--- src/rtl/psram_xfer_sched_pkg.sv ---
// psram_xfer_sched_pkg: shared state, request type and defaults
// for the PSRAM transaction scheduler.
package psram_xfer_sched_pkg;

    localparam int SCHED_ADDR_W     = 32;
    localparam int SCHED_LEN_W      = 12;
    localparam int SCHED_PAGE_BYTES = 1024;
    localparam int SCHED_MAX_CHUNK  = 128;
    localparam int SCHED_TCPH_CYC   = 4;

    typedef enum logic [2:0] {
        IDLE,
        CHUNK,
        ISSUE,
        WAIT,
        GAP
    } psram_sched_state_e;

    typedef struct packed {
        logic                    wr;
        logic [SCHED_ADDR_W-1:0] addr;
        logic [SCHED_LEN_W-1:0]  len;
    } psram_sched_req_t;

    function automatic logic [31:0] min3(
        input logic [31:0] a,
        input logic [31:0] b,
        input logic [31:0] c
    );
        logic [31:0] m;
        m = (a < b) ? a : b;
        return (m < c) ? m : c;
    endfunction

endpackage

--- src/rtl/psram_xfer_sched_rr2.sv ---
// psram_sched_rr2: two-requester round-robin arbiter; the pointer
// names the favoured requester and moves only when upd_i is high.
module psram_sched_rr2
    import psram_xfer_sched_pkg::*;
(
    input  logic       clk_i,
    input  logic       rst_n_i,
    input  logic [1:0] req_i,
    input  logic       upd_i,
    input  logic       last_i,
    output logic [1:0] gnt_o,
    output logic       idx_o
);

    logic ptr_q;

    always_ff @(posedge clk_i) begin
        if (!rst_n_i) begin
            ptr_q <= 1'b0;
        end else if (upd_i) begin
            ptr_q <= ~last_i;
        end
    end

    always_comb begin
        idx_o = req_i[ptr_q] ? ptr_q : ~ptr_q;
        gnt_o = 2'b00;
        if (|req_i) begin
            gnt_o[idx_o] = 1'b1;
        end
    end

endmodule

--- src/rtl/psram_xfer_sched.sv ---
// psram_xfer_sched: arbitrates two requesters and splits requests into
// page/tCEM-safe engine commands. PSRAM_SCHED_PERF_EN adds perf counters.
module psram_xfer_sched
    import psram_xfer_sched_pkg::*;
#(
    parameter int ADDR_WIDTH = SCHED_ADDR_W,
    parameter int LEN_WIDTH  = SCHED_LEN_W,
    parameter int PAGE_BYTES = SCHED_PAGE_BYTES,
    parameter int MAX_CHUNK  = SCHED_MAX_CHUNK,
    parameter int TCPH_CYC   = SCHED_TCPH_CYC
) (
    input  logic                    clk_i,
    input  logic                    rst_n_i,
    input  logic [1:0]              req_valid_i,
    output logic [1:0]              req_ready_o,
    input  logic [1:0]              req_wr_i,
    input  logic [2*ADDR_WIDTH-1:0] req_addr_i,
    input  logic [2*LEN_WIDTH-1:0]  req_len_i,
    output logic [1:0]              req_done_o,
    output logic                    cmd_valid_o,
    input  logic                    cmd_ready_i,
    output logic                    cmd_wr_o,
    output logic [ADDR_WIDTH-1:0]   cmd_addr_o,
    output logic [LEN_WIDTH-1:0]    cmd_len_o,
    output logic                    cmd_src_o,
    input  logic                    done_i,
`ifdef PSRAM_SCHED_PERF_EN
    output logic                    busy_o,
    input  logic                    perf_clr_i,
    output logic [31:0]             perf_cmd_cnt_o,
    output logic [31:0]             perf_stall_cnt_o
`else
    output logic                    busy_o
`endif
);

    localparam int PB_W = $clog2(PAGE_BYTES);
    localparam int RW   = PB_W + 1;
    localparam int GW   = $clog2(TCPH_CYC + 1);

    psram_sched_state_e state_q, state_d;
    psram_sched_req_t   rq;

    logic                  src_q;
    logic [GW-1:0]         gap_q;
    logic [1:0]            gnt;
    logic                  gnt_idx;
    logic                  rr_upd;
    logic                  grant;
    logic                  sel_wr;
    logic [ADDR_WIDTH-1:0] sel_addr;
    logic [LEN_WIDTH-1:0]  sel_len;
    logic [RW-1:0]         page_room;
    logic [LEN_WIDTH-1:0]  chunk;

    psram_sched_rr2 u_rr (
        .clk_i   (clk_i),
        .rst_n_i (rst_n_i),
        .req_i   (req_valid_i),
        .upd_i   (rr_upd),
        .last_i  (src_q),
        .gnt_o   (gnt),
        .idx_o   (gnt_idx)
    );

    assign grant    = (state_q == IDLE) && (|req_valid_i);
    assign sel_wr   = req_wr_i[gnt_idx];
    assign sel_addr = gnt_idx ? req_addr_i[2*ADDR_WIDTH-1:ADDR_WIDTH]
                              : req_addr_i[ADDR_WIDTH-1:0];
    assign sel_len  = gnt_idx ? req_len_i[2*LEN_WIDTH-1:LEN_WIDTH]
                              : req_len_i[LEN_WIDTH-1:0];

    // Only the in-page offset bits decide how far the next page edge is.
    assign page_room = RW'(PAGE_BYTES) - {1'b0, rq.addr[PB_W-1:0]};
    assign chunk     = LEN_WIDTH'(min3(32'(rq.len), 32'(MAX_CHUNK),
                                       32'(page_room)));
    assign busy_o    = (state_q != IDLE);

    always_ff @(posedge clk_i) begin
        if (!rst_n_i) begin
            state_q <= IDLE;
        end else begin
            state_q <= state_d;
        end
    end

    always_comb begin
        state_d     = state_q;
        req_ready_o = 2'b00;
        req_done_o  = 2'b00;
        cmd_valid_o = 1'b0;
        rr_upd      = 1'b0;
        unique case (state_q)
            IDLE: begin
                if (|req_valid_i) begin
                    req_ready_o = gnt;
                    state_d     = CHUNK;
                end
            end
            CHUNK: begin
                if (rq.len == '0) begin
                    req_done_o[src_q] = 1'b1;
                    rr_upd            = 1'b1;
                    state_d           = IDLE;
                end else begin
                    state_d = ISSUE;
                end
            end
            ISSUE: begin
                cmd_valid_o = 1'b1;
                if (cmd_ready_i) begin
                    state_d = WAIT;
                end
            end
            WAIT: begin
                if (done_i) begin
                    state_d = GAP;
                end
            end
            GAP: begin
                if (gap_q == '0) begin
                    if (rq.len == '0) begin
                        req_done_o[src_q] = 1'b1;
                        rr_upd            = 1'b1;
                        state_d           = IDLE;
                    end else begin
                        state_d = CHUNK;
                    end
                end
            end
            default: state_d = IDLE;
        endcase
    end

    always_ff @(posedge clk_i) begin
        if (!rst_n_i) begin
            rq         <= '0;
            src_q      <= 1'b0;
            gap_q      <= '0;
            cmd_wr_o   <= 1'b0;
            cmd_addr_o <= '0;
            cmd_len_o  <= '0;
            cmd_src_o  <= 1'b0;
        end else begin
            case (state_q)
                IDLE: begin
                    if (grant) begin
                        rq.wr   <= sel_wr;
                        rq.addr <= sel_addr;
                        rq.len  <= sel_len;
                        src_q   <= gnt_idx;
                    end
                end
                CHUNK: begin
                    if (rq.len != '0) begin
                        cmd_wr_o   <= rq.wr;
                        cmd_addr_o <= rq.addr;
                        cmd_len_o  <= chunk;
                        cmd_src_o  <= src_q;
                    end
                end
                WAIT: begin
                    if (done_i) begin
                        rq.addr <= rq.addr + ADDR_WIDTH'(cmd_len_o);
                        rq.len  <= rq.len - cmd_len_o;
                        gap_q   <= GW'(TCPH_CYC);
                    end
                end
                GAP: begin
                    if (gap_q != '0) begin
                        gap_q <= gap_q - GW'(1);
                    end
                end
                default: ;
            endcase
        end
    end

`ifdef PSRAM_SCHED_PERF_EN
    always_ff @(posedge clk_i) begin
        if (!rst_n_i || perf_clr_i) begin
            perf_cmd_cnt_o   <= '0;
            perf_stall_cnt_o <= '0;
        end else begin
            if (cmd_valid_o && cmd_ready_i) begin
                perf_cmd_cnt_o <= perf_cmd_cnt_o + 32'd1;
            end
            if ((state_q == ISSUE) && !cmd_ready_i) begin
                perf_stall_cnt_o <= perf_stall_cnt_o + 32'd1;
            end
        end
    end
`endif

endmodule

--- config.mk ---
export PLATFORM = sky130hd
export DESIGN_NAME = psram_xfer_sched
export DESIGN_NICKNAME = d
export VERILOG_FILES = /design/src/rtl/psram_xfer_sched_pkg.sv /design/src/rtl/psram_xfer_sched_rr2.sv /design/src/rtl/psram_xfer_sched.sv
export SDC_FILE = /design/constraint.sdc
export NUM_CORES = 1
export LEC_CHECK = 0
export CAP_MARGIN = 40
export CORE_AREA = 10 10 120 122
export CTS_CLUSTER_DIAMETER = 30
export DETAILED_ROUTE_END_ITERATION = 7
export DIE_AREA = 0 0 130 132
export PLACE_DENSITY = 0.9
export SYNTH_ARGS = -nofsm -noshare
export SYNTH_HDL_FRONTEND = slang
export SYNTH_SLANG_ARGS = --single-unit
--- constraint.sdc ---
create_clock -name clk_i -period 8.8 [get_ports clk_i]
set_input_delay 1.76 -clock clk_i [delete_from_list [all_inputs] [get_ports clk_i]]
set_output_delay 1.76 -clock clk_i [all_outputs]
set_load 0.05 [all_outputs]
# ---- Yosys cells after proc, flatten, opt, wreduce, memory -nomap -nowiden
# Cells that the tools add are included.
dict set report totals {
  latchBits 0
  memories 0
  word_cells 85
  input_bits 96
  register_bits 99
  output_inout_bits 52
  rom_bits 0
  mem_bits_rw 0
}
dict set report op_classes {
  eq_ne 10
  div_mod_pow 0
  n_reduce_logical 17
  multipliers 0
  n_bitwise 2
  order_cmp 7
  shift 0
  n_mux 34
  n_addsub 4
}
# op n
set op_table {}
lappend op_table {{two-way mux 44 bit} 2}
lappend op_table {{one-hot mux 44 bit (2 select lines)} 1}
lappend op_table {{two-way mux 12 bit} 3}
lappend op_table {{adder 32 x 12 -> 32 bit} 1}
lappend op_table {{two-way mux 32 bit} 1}
lappend op_table {{two-way mux 3 bit} 5}
lappend op_table {{one-hot mux 3 bit (5 select lines)} 1}
lappend op_table {{zero test 12 bit} 1}
lappend op_table {{< comparator 12 x 11 -> 1 bit} 1}
lappend op_table {{< comparator 12 x 8 -> 1 bit (second input constant)} 1}
lappend op_table {{nonzero test 12 bit} 1}
lappend op_table {{subtractor 12 bit} 1}
lappend op_table {{two-way mux 1 bit} 11}
lappend op_table {{subtractor 11 x 10 -> 11 bit (first input constant)} 1}
lappend op_table {{two-way mux 2 bit} 5}
lappend op_table {{!= test 2 bit (second input constant)} 5}
lappend op_table {{== test 3 x 2 -> 1 bit (second input constant)} 2}
lappend op_table {{zero test 3 bit} 2}
lappend op_table {{< comparator 1 x 2 -> 1 bit (second input constant)} 3}
lappend op_table {{one-hot mux 3 bit (2 select lines)} 1}
lappend op_table {{AND reduction 3 bit} 2}
lappend op_table {{nonzero test 3 bit} 2}
lappend op_table {{one-hot mux 2 bit (2 select lines)} 1}
lappend op_table {{AND reduction 2 bit} 2}
lappend op_table {{12 further kinds} 18}

# ---- Logic depth before layout (Yosys ltp)
# Gate-level depths: netlist of the first run.
dict set report depth {
  word_depth 9
  mapped_depth 14
  ltp_nobuf 13
}

# ---- Modules after synthesis
# A second synthesis of the first run with hierarchy kept.
dict set report hier_totals {
  cells_unflattened 872
  area_unflattened_um2 6683.9
}
# mod area_per_inst_um2 instances cells_per_inst seq_area_each_um2
set by_module_without_submodules {}
lappend by_module_without_submodules {psram_xfer_sched 6623.9 1 864 1961.9}
lappend by_module_without_submodules {psram_sched_rr2 60.1 1 8 20.0}

# ---- Worst setup path after synthesis of the first run
# Ideal clock, no wire load.
dict set report synth_timing {
  kind {input port to output port}
  start {input req_valid_i[1]}
  end {output req_ready_o[1]}
  arrival_time_ns 3.336
  stages 6
  slack_ns 3.704
  cell_sequence {o21bai_1 -> o22ai_1 -> nor2b_1 -> nand2_1 -> clkbuf_1 -> nor2_1}
}
dict set report synth_between {
  elab_chain_len 9
}
# item line_no
set synth_lines {}
lappend synth_lines {{start, declared} psram_xfer_sched.sv:14} ;# input logic [1:0] req_valid_i,
lappend synth_lines {{two-way mux 1 bit (implied by the code) (2 in series)} psram_xfer_sched_rr2.sv:26} ;# idx_o = req_i[ptr_q] ? ptr_q : ~ptr_q;
lappend synth_lines {{two-way mux 1 bit} psram_xfer_sched_rr2.sv:26}
lappend synth_lines {{< comparator 1 x 2 -> 1 bit (implied by the code) / greater-or-equal comparator 1 bit (equally long branches)} psram_xfer_sched_rr2.sv:29} ;# gnt_o[idx_o] = 1'b1;
lappend synth_lines {{logical AND 1 bit (implied by the code)} psram_xfer_sched_rr2.sv:29}
lappend synth_lines {{two-way mux 1 bit (implied by the code)} psram_xfer_sched_rr2.sv:29}
lappend synth_lines {{demux 1 bit (select 1 bit)} -}
lappend synth_lines {{two-way mux 2 bit (*)} psram_xfer_sched.sv:95} ;# if (|req_valid_i) begin
lappend synth_lines {{two-way mux 2 bit (*)} psram_xfer_sched.sv:93} ;# unique case (state_q)
lappend synth_lines {{end, declared} psram_xfer_sched.sv:15} ;# output logic [1:0] req_ready_o,
# Every way passes the cells marked *; elsewhere a longest branch is shown, timed or not. The select of a mux whose other input is x is not followed.

# ---- Final worst setup path of the first run
# Same ends and word-level chain as after synthesis.

==> run metrics, run 1 <==
status=complete, no violations; Syn Area/Cell=7.63 sq um; DRT iter0 DRCs=752; Final Hold Fails=0; Seq/Total Area, Yosys=between 30% and 40%; Critical Path RT=7.04 ns; cell area after synthesis=6510 sq um; share of flip-flops with an asynchronous set or reset=0%; filler cell count=943; Max Cap Violations=0; layout cells sized above 1=4.72%; worst r2r src=rq[8]; PwrDens=328 nW/um^2; Setup WS pre-CTS=2.38 ns; CP max FO=23; H-tree Lvls=3; number of synthesized flops with an enable pin=0; clock sink count=99; Tightest Pin Transition=between 0.8 and 0.9 ns; Finished Cell Area=8360 sq um; die area=17200 sq um; hold path endpoint=cmd_addr_o[3]; worst hold slack=0.454 ns; total routed wirelength=20100 microns; CP max-delay cell=clkdlybuf4s50_1; Setup crit start kind=input pin; cell depth of the worst hold path=2; Setup Fix Bufs, Post-CTS=0; Worst Path Arrival=4.74 ns; Yosys reg bits=99; worst path cell trace=clkdlybuf4s50_1 > o21bai_1 > o22ai_1 > nor2b_1 > buf_4 > nand2_1 > nor2_1 > clkdlybuf4s50_1; Final setup violation count=0; Critical Setup Path Class=in -> out; antenna violations before repair=0; worst min path class=reg -> reg; Tmin final=~6.5 ns; via-per-instance ratio=6.04; Reg2Reg Depth=11; FF+latch area=roughly 2000 sq um; worst reg2reg path endpoint=cmd_len_o[4]; largest net degree at the start of global routing=45; unrepaired setup endpoints after global routing=false; Worst Setup End Kind=output pin; hold_buf cts=0; CTS Buf Count=9; fmax=154 MHz; ANT cells=0; Vias=6782; Ys Warns=0; nets=1104; CTS clk-pin slew, worst paths=0.07 ns; final worst slack=2.30 ns; final period utilization=around three quarters; Fin Setup TNS=0 ns; DIE HEIGHT=132 microns; Congestion Overflow GR=0; Routed wire per std cell=17.9 microns; first-pass GRT wire length=32600 microns; Finished Core Util=70.2%; post-route ant nets=0; clock latency on the worst-skew pair=0.35 ns; Pins Over Slew Limit=0; synth-to-layout area growth=28.5%; top_reg_cell synth=dfxtp_1; core area=11900 sq um; VDD IR max=0.253 mV; Die Wd=130 microns; Detailed Place HPWL=14700 microns; Area after DPL=8060 sq um; Max stage delay on crit path=0.86 ns; Clock Root Buffer=clkbuf_16; IO Pins=148; CP most frequent cell=clkdlybuf4s50_1; CTS tree=yes; clk_skew=a little over 0.008 ns; GRT Total Usage=a little under a quarter; area of the multi-input gates=4160 sq um; min-delay src=cmd_addr_o[3]; Yosys cell types=61; Mapped Cells=approximately 850; drt first pass iters=6; DRC Markers=0; r2r setup slk=5.51 ns; P_leak=3.30 nW; gp weighted congestion=between 0.9 and 1; number of global-route vias before repair=6656; Rows=40; Starting Density=54.7%; worst relative slew slack=40.4%; post-CTS sizing=0; maximum root-to-sink buffer count=2; Port Buffers=around 150
==> state kept, by name, summed over array words and instances, names as in the netlist <==
name / cells
cmd_addr_o: 32
cmd_len_o: 12
cmd_src_o: 1
cmd_wr_o: 1
gap_q: 3
rq: 45
src_q: 1
state_q: 3
u_rr.ptr_q: 1
==> metal layers <==
metal	track usage [%]	up-vias	wire length [microns]
li1	-	3284	-
met1	27.3	3129	8140
met2	38.5	322	9750
met3	5.31	47	1740
met4	8.38	0	500
met5	0	-	0
==> cells by family after synthesis <==
family / share of synthesized area, %
xor gates and xnor gates: 3.23
muxes: 9.40
AOI/OAI and AO/OA: 21.8
and+or+nand+nor: 21.6
other: 0.0576
adders and majority gates: 7.53
buffers and inverters: 5.96
DFF: 30.4
==> report_power, final <==
group | internal, mW | switching (mW) | leakage [nW]
clock | 0.222 | 0.189 | 0.142
combinational | 0.625 | 0.973 | 2.34
sequential | 0.567 | 0.167 | 0.809
==> layout make-up <==
| class | count | share of cell area [%] |
|---|---|---|
| multi-input cells | 664 | 49.8 |
| flip-flops and latches | 99 | 23.7 |
| repair buffers | 159 | 19.1 |
| clock buffers | 9 | 2.69 |
| well taps | 147 | 2.20 |
| inverters | 37 | 1.66 |
| clock inverters | 7 | 0.913 |
==> placed cells by master (no fill, tap or decap), types with 3 or more instances in the layout <==
cell type / n
a21oi_1: 103
nor4_1: 7
conb_1: 3
nor2b_1: 10
o21ai_0: 43
nor2_1: 59
ha_1: 36
or3_1: 9
a21o_1: 10
and4_1: 5
or4_1: 4
buf_4: 10
and3_1: 8
inv_1: 36
nor3_1: 24
nand2_1: 129
nand2b_1: 6
o2111ai_1: 3
nand4_1: 9
and2_1: 5
a211oi_1: 9
o21a_1: 5
o211ai_1: 15
a221oi_1: 5
clkdlybuf4s50_1: 147
dfxtp_1: 99
a31oi_1: 16
xnor2_1: 13
mux2_2: 7
a22oi_1: 3
mux2i_1: 50
o22ai_1: 4
xor2_1: 11
clkbuf_16: 9
nand3_1: 19
==> worst max-delay path by stage <==
stage	startpoint	endpoint	slack [ns]	cells past startpoint
floorplan	req_valid_i[1]	req_ready_o[1]	3.70	6
global placement	req_valid_i[1]	req_ready_o[1]	2.44	8
detailed placement	req_valid_i[1]	req_ready_o[1]	2.38	8
CTS	req_valid_i[1]	req_ready_o[1]	2.37	8
global route	done_i	req_ready_o[1]	2.07	8
finish	req_valid_i[1]	req_ready_o[1]	2.30	8
==> cell usage after synthesis (all sizes together), types with 10 or more instances <==
library cell  instances  area (sq um)
o211ai               15           113
nand2               129           484
inv                  37           139
xnor2                13           114
nor3                 24           120
a31oi                16           100
dfxtp                99          1980
clkbuf               31           118
a21oi               103           515
a21o                 10          75.1
o21ai                43           215
nor2b                10          62.6
nor2                 62           245
xor2                 11          96.3
buf                  24           131
mux2i                51           510
nand3                19          95.1
ha                   36           450
==> critical path, delay by kind of cell <==
kind	cells	cell delay, ns
buffers and inverters	3	1.71
and+or+nand+nor	3	0.94
AOI/OAI and AO/OA	2	0.33
==> metrics by stage <==
step           power, mW  std cells
6_report            2.74       1122
5_1_grt             2.94       1122
4_1_cts             2.72       1122
3_5_place_dp        2.29       1106
3_3_place_gp        2.22       1102
2_1_floorplan       1.87        855
(Power assumes the default switching activity.)
==> run 2, diff against run 1 <==
--- a/config.mk
+++ b/config.mk
@@ -6,11 +6,11 @@
 export NUM_CORES = 1
 export LEC_CHECK = 0
 export CAP_MARGIN = 40
-export CORE_AREA = 10 10 120 122
+export CORE_AREA = 10 10 124 126
 export CTS_CLUSTER_DIAMETER = 30
 export DETAILED_ROUTE_END_ITERATION = 7
-export DIE_AREA = 0 0 130 132
-export PLACE_DENSITY = 0.9
+export DIE_AREA = 0 0 134 136
+export PLACE_DENSITY = 0.85
 export SYNTH_ARGS = -nofsm -noshare
 export SYNTH_HDL_FRONTEND = slang
 export SYNTH_SLANG_ARGS = --single-unit
==> constraint.sdc (replaced) <==
create_clock -name clk_i -period 6.1 [get_ports clk_i]
set_input_delay 1.22 -clock clk_i [delete_from_list [all_inputs] [get_ports clk_i]]
set_output_delay 1.22 -clock clk_i [all_outputs]
set_load 0.05 [all_outputs]
==> run metrics, run 2 (synthesis results as in run 1) <==
Worst Path Arrival=3.65 ns (-1.09 ns); Starting Density=50.2% (-4.5 points); drt first pass iters=8 (+2); CP startpoint=req_valid_i[1]; Tmin final=4.87 ns; worst relative slew slack=47.6% (+7.3 points); Fin Setup TNS=0 ns (unchanged); PwrDens=476 nW/um^2 (+45%); via-per-instance ratio=5.90 (-2.4%); worst min path class=reg -> reg; H-tree Lvls=3 (unchanged); nets=1103 (-0.091%); Pins Over Slew Limit=0 (unchanged); Detailed Place HPWL=14600 microns (-0.87%); post-route ant nets=0 (unchanged); commonest non-fill, non-tap cell in the layout=clkdlybuf4s50_1; antenna violations before repair=0 (unchanged); CTS clk-pin slew, worst paths=0.07 ns (about the same); cell depth of the worst hold path=2 (unchanged); number of global-route vias before repair=6551 (-1.6%); Setup Fix Bufs, Post-CTS=0 (unchanged); Area after DPL=8070 sq um (about the same); P_leak=3.30 nW (+0.21%); core area=13000 sq um (+9.0%); post-CTS sizing=0 (unchanged); synth-to-layout area growth=29.0%; Clock Root Buffer=clkbuf_16; Final Hold Fails=0 (unchanged); DIE HEIGHT=136 microns (+3.0%); first-pass GRT wire length=32600 microns (+0.15%); hold path endpoint=cmd_addr_o[9]; area of the multi-input gates=4160 sq um (unchanged); clock latency on the worst-skew pair=0.36 ns (about the same); Routed wire per std cell=17.7 microns (-1.5%); DRC Markers=0 (unchanged); Port Buffers=147 (unchanged); CP max FO=23 (unchanged); die area=18200 sq um (+6.2%); ANT cells=0 (unchanged); fmax=around 200 MHz; unrepaired setup endpoints after global routing=false; Reg2Reg Depth=10 (-1); gp weighted congestion=0.922 (-5.2%); Top reg by flops=rq; final period utilization=between 70% and 80%; Congestion Overflow GR=0 (unchanged); CTS tree=yes; Vias=6781 (-0.015%); filler cell count=1128 (+20%); Final setup violation count=0 (unchanged); total routed wirelength=20300 microns (+1.0%); largest net degree at the start of global routing=52 (+16%); Rows=42 (+5.0%); Worst Setup End Kind=output pin; IO Pins=148 (unchanged); maximum root-to-sink buffer count=2 (unchanged); Die Wd=134 microns (+3.1%); min-delay src=cmd_addr_o[9]; Max Cap Violations=0 (unchanged); Critical Setup Path Class=in -> out; Critical Path RT=4.88 ns (-2.16 ns); hold_buf cts=0 (unchanged); Finished Cell Area=8400 sq um (+0.40%); r2r setup slk=2.85 ns (-2.66 ns); clock sink count=99 (unchanged); GRT Total Usage=21.5% (-1.3 points); VDD IR max=0.272 mV (+7.8%); status=complete, no violations; layout cells sized above 1=4.72% (+0.0048 points); max FFs per register=45 (unchanged); FF+latch area=1980 sq um (unchanged); clk_skew=0.00921 ns (+0.00106 ns); worst reg2reg path endpoint=rq[36]; DRT iter0 DRCs=604 (-20%); Setup crit start kind=input pin; most frequent cells in the layout=146 x clkdlybuf4s50_1, 129 x nand2_1, 103 x a21oi_1, 99 x dfxtp_1, 59 x nor2_1; CTS Buf Count=9 (unchanged); largest registers=rq: 45 flops, cmd_addr_o: 32 flops, cmd_len_o: 12 flops; Tightest Pin Transition=0.783 ns (-0.111 ns); worst r2r src=rq[12]
[run 2: layout make-up]
cell class,count,share of cell area (%)
well taps,176,2.62
flip-flops and latches,99,23.6
clock inverters,7,1.24
multi-input cells,664,49.6
repair buffers,158,18.6
inverters,37,1.65
clock buffers,9,2.68
[run 2: worst max path at each step]
| stage | end | slack, ns | cells past startpoint |
|---|---|---|---|
| 2_1_floorplan | req_ready_o[1] | 2.08 | 6 |
| 3_3_place_gp | req_ready_o[0] | 1.34 | 7 |
| 3_5_place_dp | req_ready_o[1] | 1.26 | 8 |
| 4_1_cts | req_ready_o[1] | 1.27 | 8 |
| 5_1_grt | req_ready_o[1] | 1.13 | 8 |
| 6_report | req_ready_o[1] | 1.23 | 8 |
[run 2: per-layer routing]
layer  global-route usage (%)  wire, microns  part of all wire, %
met1                     25.8           8360                   41
met2                     37.4           9860                   49
met3                     5.31           1730                  8.5
met4                     6.11            376                  1.9
met5                        0              0                    0
[run 2: metrics by stage]
step                instances  util (%)  total power, mW  setup WS [ns]  hold slack [ns]
floorplan                 855         -             2.70           2.08            0.432
global placement         1132      62.0             3.23           1.34            0.441
detailed placement       1134      62.2             3.30           1.26            0.446
CTS                      1150      64.7             3.97           1.27            0.456
global route             1150      64.7             4.27           1.13            0.472
finish                   1150      64.7             4.00           1.23            0.454
[run 2: critical path, cell delays in order]
cell,delay (ns)
clkdlybuf4s50_1,0.56
o21bai_1,0.12
o22ai_1,0.22
nor2b_1,0.16
buf_4,0.29
nand2_1,0.46
nor2_1,0.42
buf_12,0.18
[run 2: power by group]
part           total [mW]  leakage (nW)  switching (mW)  internal (mW)
Sequential           1.06         0.809           0.246          0.818
Combinational        2.28          2.33            1.39          0.890
Clock               0.650         0.161           0.284          0.367
